<file path="src/rtl/sound_level_encoder_pkg.sv">
// Shared definitions for the sound level encoder and neighbouring audio /
// display blocks.
//   - Level code width and the NO_SOUND / LEVEL_1..LEVEL_5 codes, which the
//     square coordinate logic also consumes.
//   - Sample and magnitude widths.
//   - next_level(): the attack/decay rule applied at every window close.
package sound_level_encoder_pkg;

  localparam int SOUND_LEVEL_ENCODE_LENGTH = 3;
  localparam int SAMPLE_W                  = 12;
  localparam int MAG_W                     = 11;

  localparam logic [SOUND_LEVEL_ENCODE_LENGTH-1:0] NO_SOUND = 3'd0;
  localparam logic [SOUND_LEVEL_ENCODE_LENGTH-1:0] LEVEL_1  = 3'd1;
  localparam logic [SOUND_LEVEL_ENCODE_LENGTH-1:0] LEVEL_2  = 3'd2;
  localparam logic [SOUND_LEVEL_ENCODE_LENGTH-1:0] LEVEL_3  = 3'd3;
  localparam logic [SOUND_LEVEL_ENCODE_LENGTH-1:0] LEVEL_4  = 3'd4;
  localparam logic [SOUND_LEVEL_ENCODE_LENGTH-1:0] LEVEL_5  = 3'd5;

  // Instant attack, one-level-per-window decay. When raw < cur, cur is at
  // least 1, so the decrement cannot underflow.
  function automatic logic [SOUND_LEVEL_ENCODE_LENGTH-1:0] next_level(
    input logic [SOUND_LEVEL_ENCODE_LENGTH-1:0] raw,
    input logic [SOUND_LEVEL_ENCODE_LENGTH-1:0] cur
  );
    return (raw >= cur) ? raw : cur - 3'd1;
  endfunction

endpackage

</file>
<file path="src/rtl/sound_level_encoder_sample_magnitude.sv">
// Combinational conversion of an offset-binary microphone ADC code into an
// unsigned distance from silence.
//   sample    : 12-bit ADC code, silence = 2048
//   magnitude : |sample - 2048|, saturated to 2047 so it fits 11 bits
//               (only sample = 0 would otherwise give 2048)
module sound_level_encoder_sample_magnitude
  import sound_level_encoder_pkg::*;
(
  input  logic [SAMPLE_W-1:0] sample,
  output logic [MAG_W-1:0]    magnitude
);

  localparam logic [SAMPLE_W-1:0] MIDPOINT = 12'd2048;

  logic [SAMPLE_W-1:0] above;
  logic [SAMPLE_W-1:0] below;

  always_comb begin
    above = sample - MIDPOINT;
    below = MIDPOINT - sample;
    if (sample >= MIDPOINT) begin
      magnitude = above[MAG_W-1:0];
    end else if (sample == '0) begin
      magnitude = 11'd2047;
    end else begin
      magnitude = below[MAG_W-1:0];
    end
  end

endmodule

</file>
<file path="src/rtl/sound_level_encoder.sv">
// Windowed peak detector that turns a microphone sample stream into a
// 0..5 loudness level.
//   CLK          : system clock
//   RESET        : asynchronous, active-high reset
//   ENABLE       : level-sensitive run enable; low returns to IDLE and clears
//   SAMPLE       : 12-bit offset-binary ADC code (silence = 2048)
//   SAMPLE_VALID : one-cycle strobe qualifying SAMPLE
//   SOUND_LEVEL  : registered level code (NO_SOUND, LEVEL_1..LEVEL_5)
//   LEVEL_VALID  : one-cycle pulse on every SOUND_LEVEL update
//   fsm_state    : current FSM state (0 IDLE, 1 ACCUM, 2 UPDATE) for observation
//
// Stream semantics: there is no ready. Every cycle with SAMPLE_VALID high
// while the FSM is in ACCUM or UPDATE (and ENABLE stays high) is consumed on
// that edge; strobes in IDLE are ignored. LEVEL_VALID is a pure output pulse
// with no back-pressure.
module sound_level_encoder
  import sound_level_encoder_pkg::*;
#(
  parameter int             WINDOW_SAMPLES = 1024,
  parameter logic [MAG_W-1:0] TH_1 = 11'd64,
  parameter logic [MAG_W-1:0] TH_2 = 11'd192,
  parameter logic [MAG_W-1:0] TH_3 = 11'd384,
  parameter logic [MAG_W-1:0] TH_4 = 11'd640,
  parameter logic [MAG_W-1:0] TH_5 = 11'd1024
) (
  input  logic                                 CLK,
  input  logic                                 RESET,
  input  logic                                 ENABLE,
  input  logic [SAMPLE_W-1:0]                  SAMPLE,
  input  logic                                 SAMPLE_VALID,
  output logic [SOUND_LEVEL_ENCODE_LENGTH-1:0] SOUND_LEVEL,
  output logic                                 LEVEL_VALID,
  output logic [1:0]                           fsm_state
);

  typedef enum logic [1:0] {
    ST_IDLE   = 2'd0,
    ST_ACCUM  = 2'd1,
    ST_UPDATE = 2'd2
  } enc_state_t;

  localparam logic [15:0] LAST_INDEX = 16'(WINDOW_SAMPLES - 1);

  enc_state_t                         state_q, state_d;
  logic [15:0]                        count_q, count_d;
  logic [MAG_W-1:0]                   peak_q, peak_d;
  logic [MAG_W-1:0]                   final_q, final_d;
  logic [SOUND_LEVEL_ENCODE_LENGTH-1:0] level_q, level_d;
  logic                               valid_q, valid_d;

  logic [MAG_W-1:0]                   magnitude;
  logic [MAG_W-1:0]                   peak_max;
  logic [SOUND_LEVEL_ENCODE_LENGTH-1:0] raw_level;

  sound_level_encoder_sample_magnitude u_magnitude (
    .sample    (SAMPLE),
    .magnitude (magnitude)
  );

  // Number of thresholds the closed window's peak reached.
  always_comb begin
    raw_level = {2'b00, final_q >= TH_1}
              + {2'b00, final_q >= TH_2}
              + {2'b00, final_q >= TH_3}
              + {2'b00, final_q >= TH_4}
              + {2'b00, final_q >= TH_5};
  end

  assign peak_max = (magnitude > peak_q) ? magnitude : peak_q;

  always_comb begin
    state_d = state_q;
    count_d = count_q;
    peak_d  = peak_q;
    final_d = final_q;
    level_d = level_q;
    valid_d = 1'b0;

    if (!ENABLE) begin
      // Dropping ENABLE discards any window in progress, including a pending
      // update, and parks everything at its idle value.
      state_d = ST_IDLE;
      count_d = '0;
      peak_d  = '0;
      final_d = '0;
      level_d = NO_SOUND;
    end else begin
      case (state_q)
        ST_IDLE: begin
          state_d = ST_ACCUM;
        end
        ST_ACCUM: begin
          if (SAMPLE_VALID) begin
            if (count_q == LAST_INDEX) begin
              // Closing sample belongs to the window it closes.
              final_d = peak_max;
              peak_d  = '0;
              count_d = '0;
              state_d = ST_UPDATE;
            end else begin
              peak_d  = peak_max;
              count_d = count_q + 16'd1;
            end
          end
        end
        ST_UPDATE: begin
          level_d = next_level(raw_level, level_q);
          valid_d = 1'b1;
          state_d = ST_ACCUM;
          // The new window is already open here; with at least 2 samples per
          // window this strobe can never close it.
          if (SAMPLE_VALID) begin
            peak_d  = peak_max;
            count_d = count_q + 16'd1;
          end
        end
        default: begin
          state_d = ST_IDLE;
          count_d = '0;
          peak_d  = '0;
          final_d = '0;
          level_d = NO_SOUND;
        end
      endcase
    end
  end

  always_ff @(posedge CLK or posedge RESET) begin
    if (RESET) begin
      state_q <= ST_IDLE;
      count_q <= '0;
      peak_q  <= '0;
      final_q <= '0;
      level_q <= NO_SOUND;
      valid_q <= 1'b0;
    end else begin
      state_q <= state_d;
      count_q <= count_d;
      peak_q  <= peak_d;
      final_q <= final_d;
      level_q <= level_d;
      valid_q <= valid_d;
    end
  end

  assign SOUND_LEVEL = level_q;
  assign LEVEL_VALID = valid_q;
  assign fsm_state   = state_q;

endmodule

</file>
<file path="config.mk">
export PLATFORM = sky130hd
export DESIGN_NAME = sound_level_encoder
export DESIGN_NICKNAME = d
export VERILOG_FILES = /design/src/rtl/sound_level_encoder_pkg.sv /design/src/rtl/sound_level_encoder_sample_magnitude.sv /design/src/rtl/sound_level_encoder.sv
export SDC_FILE = /design/constraint.sdc
export NUM_CORES = 1
export LEC_CHECK = 0
export BUFFER_PORTS_ARGS = -buffer_cell sky130_fd_sc_hd__buf_2
export CAP_MARGIN = 10
export CELL_PAD_IN_SITES_DETAIL_PLACEMENT = 2
export CELL_PAD_IN_SITES_GLOBAL_PLACEMENT = 2
export CORE_MARGIN = 8
export CORE_UTILIZATION = 34
export CTS_CLUSTER_DIAMETER = 60
export DETAILED_ROUTE_END_ITERATION = 16
export MAX_ROUTING_LAYER = met4
export PLACE_DENSITY = 0.87
export SYNTH_ARGS = -nofsm -noshare
export SYNTH_HDL_FRONTEND = slang
export SYNTH_SLANG_ARGS = --single-unit
</file>
<file path="constraint.sdc">
create_clock -name CLK -period 2.9 [get_ports CLK]
set_input_delay 0.29 -clock CLK [delete_from_list [all_inputs] [get_ports CLK]]
set_output_delay 0.29 -clock CLK [all_outputs]
set_load 0.03 [all_outputs]
</file>
# == Word-level counts from Yosys, hierarchy flattened ==
# Cells that the tools add are included.
# op_classes
addsub,8
shift,0
n_div,0
multipliers,0
bitwise_logic,0
magnitude_cmp,8
muxes,26
n_reduce_logical,7
eq_ne,9
# op_table
cell,n
11-bit 2-to-1 mux,10
16-bit 2-to-1 mux,4
16-bit one-hot mux with 3 select lines,1
11-bit one-hot mux with 3 select lines,1
11-bit one-hot mux with 2 select lines,1
16-bit by 1-bit adder with 16-bit output (second input constant),1
16-bit by 10-bit equality test with 1-bit output (second input constant),1
12-bit >= comparator (second input constant),1
12-bit logical NOT,1
11-bit by 10-bit >= comparator with 1-bit output (second input constant),1
11-bit >= comparator (second input constant),1
11-bit by 7-bit >= comparator with 1-bit output (second input constant),1
11-bit by 8-bit >= comparator with 1-bit output (second input constant),1
11-bit by 9-bit >= comparator with 1-bit output (second input constant),1
11-bit > comparator,1
1-bit by 11-bit subtractor with 11-bit output (first input constant),1
11-bit by 1-bit subtractor with 11-bit output (second input constant),1
3-bit inequality test (second input constant),3
3-bit by 1-bit adder with 3-bit output,2
2-bit 2-to-1 mux,3
3-bit 2-to-1 mux,2
2-bit inequality test (second input constant),3
3-bit one-hot mux with 2 select lines,1
3-bit AND reduction,2
11 further kinds,13
# totals
mem_bits_ro,0
wordCells,64
latchBits,0
ff_bits,44
memories,0
ram_bits,0
input_bits,16
output_inout_bits,6

# == Longest topological paths before layout ==
# depth
depth_word,9
mapped_depth,13
depth_no_buf,12

# == Modules after synthesis ==
# Synthesis repeated with hierarchy kept, for this count alone.
# hier_totals
hier_cells,312
area_unflattened_um2,2880.3
# modules_own_cells
mod,seq_area_each_um2,n_inst,cells_per_inst,area_per_inst_um2
sound_level_encoder,950.9,1,265,2605.0
sound_level_encoder_sample_magnitude,0.0,1,47,275.3

# == Worst setup path before layout ==
# OpenSTA, ideal clock, no wires.
# synth_timing
path_type,reg-to-reg
start,register final_q[8]
end,"register level_q[0], in the netlist SOUND_LEVEL[0]"
n_path_buf,0
slack_ns,-0.267
arrival_time_ns,3.042
required_time_ns,2.774
stages_incl_launch_ff,13
setup_time_ns,0.126
synth_period_minus_slack_ns,3.167
path_cell_list,dfrtp_1 > nor3_1 > nand2_1 > fa_1 > inv_1 > fa_1 > inv_1 > ha_1 > ha_1 > a21o_1 > a21oi_1 > nor4_1 > a221o_1
# synth_via
elab_chain_cells,9
word_cells_on_any_way,13
cone_classes,add/sub (4); order compare (6); mux (3)
# synth_rtl
item,line_no,source
"start, declared",sound_level_encoder.sv:47,"logic [MAG_W-1:0] final_q, final_d;"
"start signal, assigned",sound_level_encoder.sv:140,final_q <= final_d;
11-bit by 7-bit >= comparator with 1-bit output / 11-bit by 8-bit >= comparator with 1-bit output (equally long branches),"sound_level_encoder.sv:62, sound_level_encoder.sv:63",
1-bit by 1-bit adder with 2-bit output,sound_level_encoder.sv:63,"+ {2'b00, final_q >= TH_2}"
2-bit by 1-bit adder with 3-bit output,sound_level_encoder.sv:64,"+ {2'b00, final_q >= TH_3}"
3-bit by 1-bit adder with 3-bit output,sound_level_encoder.sv:65,"+ {2'b00, final_q >= TH_4}"
3-bit by 1-bit adder with 3-bit output *,sound_level_encoder.sv:66,"+ {2'b00, final_q >= TH_5};"
3-bit >= comparator,sound_level_encoder_pkg.sv:26,return (raw >= cur) ? raw : cur - 3'd1;
3-bit 2-to-1 mux *,sound_level_encoder_pkg.sv:26,
3-bit one-hot mux with 2 select lines *,sound_level_encoder.sv:88,case (state_q)
3-bit 2-to-1 mux *,sound_level_encoder.sv:79,if (!ENABLE) begin
"end signal, assigned",sound_level_encoder.sv:141,level_q <= level_d;
"end, declared",sound_level_encoder.sv:48,"logic [SOUND_LEVEL_ENCODE_LENGTH-1:0] level_q, level_d;"
# Every way passes the cells marked *; elsewhere a longest branch is shown, timed or not.
# A chain may end at the register's enable or synchronous reset.

# == Worst setup path after layout ==
# layout_timing
start,register final_q[7]
end,"register level_q[0], in the netlist SOUND_LEVEL[0]"
# The elaborated chain is that of the path after synthesis.

==> impl_metrics.py <==
metrics = {
    "detailed_routing": {
        "met3_length_um": 1280,
        "ant_nets": 0,
        "vias": 3314,
        "highest_layer": "met4",
        "dr.pass1.iters": 5,
        "drt_drc_violations_left": 0,
        "wl_um": 16900,
        "dr_wl_met2_um": 8050,
        "wl_per_cell_um": 33.3,
        "wl_met1_um": 6680,
        "vias_per_cell": 6.52,
        "drtIter0Drc": 299,
    },
    "power_and_ir_drop": {
        "ir_drop_v": 0.000451,
        "combPwrFrac_pct": 44.0,
        "p_leak_nw": 1.75,
        "p_per_area_mw_per_mm2": 506,
        "power.internal_mw": 1.23,
        "switching_share_pct": 41.6,
        "p_clk_share_pct": 28.6,
        "p_switching_mw": 0.879,
        "seqPwrFrac_pct": 27.4,
    },
    "sta": {
        "relSlewSlack_pct": 34.2,
        "fin_crit_sh_pct": 131,
        "fin_hold_ws_ps": 106,
        "period_minus_slack_ps": 3790,
        "hold_viol_final": 0,
        "worst_slack_ps": -890,
        "maxSlewViolCount": 0,
        "max_freq_mhz": 264,
        "tightest_slew_ps": 987,
        "clock_skew_ps": 19.6,
        "setup_viol": 19,
        "rsz0062_at_grt": "true",
    },
    "clock_network": {
        "cts.clk_slew.worst_paths_ps": 100,
        "cts_root_buf": "clkbuf_8",
        "clock_latency_ps": 310,
        "clockBufferDepth": 2,
        "cts_sinks": 38,
        "htree_num_levels": 2,
        "cts_buffers": 5,
        "tritoncts": "yes",
        "hold_buffers": 0,
    },
    "grt": {
        "grt_pass1_wl_um": 20900,
        "track_usage_pct": 24.4,
        "antenna_found_initial": 0,
        "first_global_vias": 3438,
        "grt_start_max_net_pins": 39,
        "grt-ovfl-total": 0,
    },
    "die": {
        "design.core.area_sq_mm": 0.00813,
        "die_y_um": 107,
        "initial_core_util_pct": 34.7,
        "std_cell_rows": 33,
        "chipWidth_um": 107,
        "ioPinCount": 22,
        "fp.dieArea_sq_mm": 0.0115,
    },
    "flow_run": {
        "max_cap_violations": 0,
    },
    "critical_path": {
        "crit_required_ps": 3120,
        "start_kind": "flop",
        "cp-end-kind": "flop",
        "worstSetupPathType": "flop to flop",
        "cp_max_fo": 5,
        "arrival_ps": 4010,
    },
    "cells_and_area": {
        "multi_input_area_sq_mm": 0.00213,
        "nets": 442,
        "layout_common_cells": "buf_4 (64), dfrtp_1 (35), inv_1 (26)",
        "drive_above_1_share_pct": 42.2,
        "area_growth_syn_to_layout_pct": 48.2,
        "final_cells": 508,
        "final_common_cell": "buf_4",
        "diodes": 0,
        "fill_cells": 850,
        "regArea_sq_um": 955,
    },
    "logic_synthesis": {
        "yosysUniqueCellTypes": 69,
        "yosys_warnings": 0,
        "syn-num-nets": 355,
        "synth_cells": 315,
        "synth_top_flop_cell": "dfrtp_1",
        "async_reset_ff_share_pct": 100,
        "synth_seq_cells": 38,
        "syn_area_sq_mm": 0.00282,
        "synth.avg_cell_area_sq_um": 8.95,
        "synth_area_leaders": "dfrtp_1 (34%), ha_1 (9.8%), inv_1 (4.0%)",
        "synth_edf_count": 0,
        "yosysTopAreaCell": "dfrtp_1",
        "yosysTopAreaCellShare_pct": 33.7,
        "yosysSeqAreaShare_pct": 33.7,
    },
    "min_path": {
        "hold_class": "input port to async pin",
    },
    "run_status": {
        "status": "complete, but fails checks",
        "violations": "negative setup slack",
    },
    "place": {
        "dp_hpwl_um": 8120,
        "gp_congestion": 0.796,
        "portBuffers": 21,
        "dp_cells": 479,
    },
}
## through the flow
| step | setup slack (ps) | utilization [%] | total power [mW] | TNS [ps] | instance area [sq um] |
|---|---|---|---|---|---|
| final | -890 | 51.3 | 2.11 | -6220 | 4180 |
| after global routing | -926 | 51.3 | 2.15 | -7600 | 4180 |
| after CTS | -335 | 46.1 | 1.88 | -921 | 3750 |
| after detailed placement | -609 | 41.9 | 1.24 | -9450 | 3410 |
| after global placement | -298 | 41.9 | 1.19 | -4590 | 3410 |
| after floorplan | -31.4 | - | 0.972 | -31.4 | 2840 |
## cell usage after synthesis, types with 3 or more instances
master    instances
nand4_1           6
nor4_1            7
a21oi_1           9
o21ai_0           4
a31oi_1           3
nor2_1           26
mux2i_1           5
a22oi_1           3
a211oi_1          3
inv_1            30
clkbuf_1          9
or2_2             3
dfrtp_1          38
o31ai_1           3
ha_1             22
nor2b_1           4
nand2_1          24
o211ai_1          5
nand3_1           9
a22o_1           10
xnor2_1           8
nor3_1            6
or3_1             3
o21ai_1          11
and2_1            3
xor2_1            3
## routing by layer
layer	global-route usage, %	vias to the layer above
met2	42.5	218
met3	4.08	77
met5	-	-
met4	12.6	0
met1	26.0	1692
li1	-	1327
## power by group through the flow
stage               registers [mW]  logic [mW]  clock network, mW
CTS                          0.571       0.727              0.584
detailed placement           0.580       0.663                  0
global placement             0.578       0.607                  0
floorplan                    0.600       0.372                  0
global route                 0.579       0.951              0.623
finish                       0.579       0.929              0.603
## state kept, by name, indices dropped and copies added (netlist names)
signal and flops:
LEVEL_VALID 1, SOUND_LEVEL 3, count_q 16, final_q 5, fsm_state 2, peak_q 11
## area by class of cell
cell class,count,area share (%)
Timing Repair Buffer,92,16.5
Clock buffer,6,1.98
Multi-Input combinational cell,233,51.0
Clock inverter,2,1.44
Sequential cell,38,22.9
Inverter,32,3.06
Tap cell,105,3.15
## timing repair
| action | in CTS | in global routing |
|---|---|---|
| setup buffers | 4 | 17 |
| setup endpoints to repair | 19 | 19 |
| resized for setup | 29 | 55 |
| pin swaps | 23 | 41 |
## worst max-delay path, stage by stage, from the launching register on
cell and delay (ps):
dfrtp_1 500, o21ai_2 220, nand2_1 110, fa_1 560
inv_2 40, fa_2 380, inv_2 90, ha_4 220
ha_4 260, a21o_1 140, a21oi_4 110, nor4_1 760
a221o_1 310
## logic make-up (layout without fill, tap and decap cells)
| kind of cell | Yosys count | in the layout | share of synthesized area, % |
|---|---|---|---|
| AO/OA/AOI/OAI | 82 | 82 | 22.5 |
| XOR/XNOR | 11 | 11 | 3.42 |
| adder cells (fa/ha/maj) | 24 | 24 | 11.2 |
| flip-flops | 38 | 38 | 33.7 |
| multiplexers | 5 | 5 | 1.78 |
| buffers and inverters | 44 | 132 | 6.26 |
| AND/OR/NAND/NOR | 111 | 111 | 21.1 |
## worst paths after layout
kind | start | end | slack, ps | cells after the start
min in group CLK | ENABLE | final_q[10] | 460 | 3
hold reg to reg | peak_q[0] | peak_q[0] | 550 | 1
hold / removal | RESET | peak_q[10] | 110 | 3
setup / recovery | final_q[7] | SOUND_LEVEL[0] | -890 | 12
setup reg to reg | final_q[7] | SOUND_LEVEL[0] | -890 | 12
max in group asynchronous | RESET | final_q[8] | 2410 | 3
Note: power is estimated with default switching activity, not from simulation.
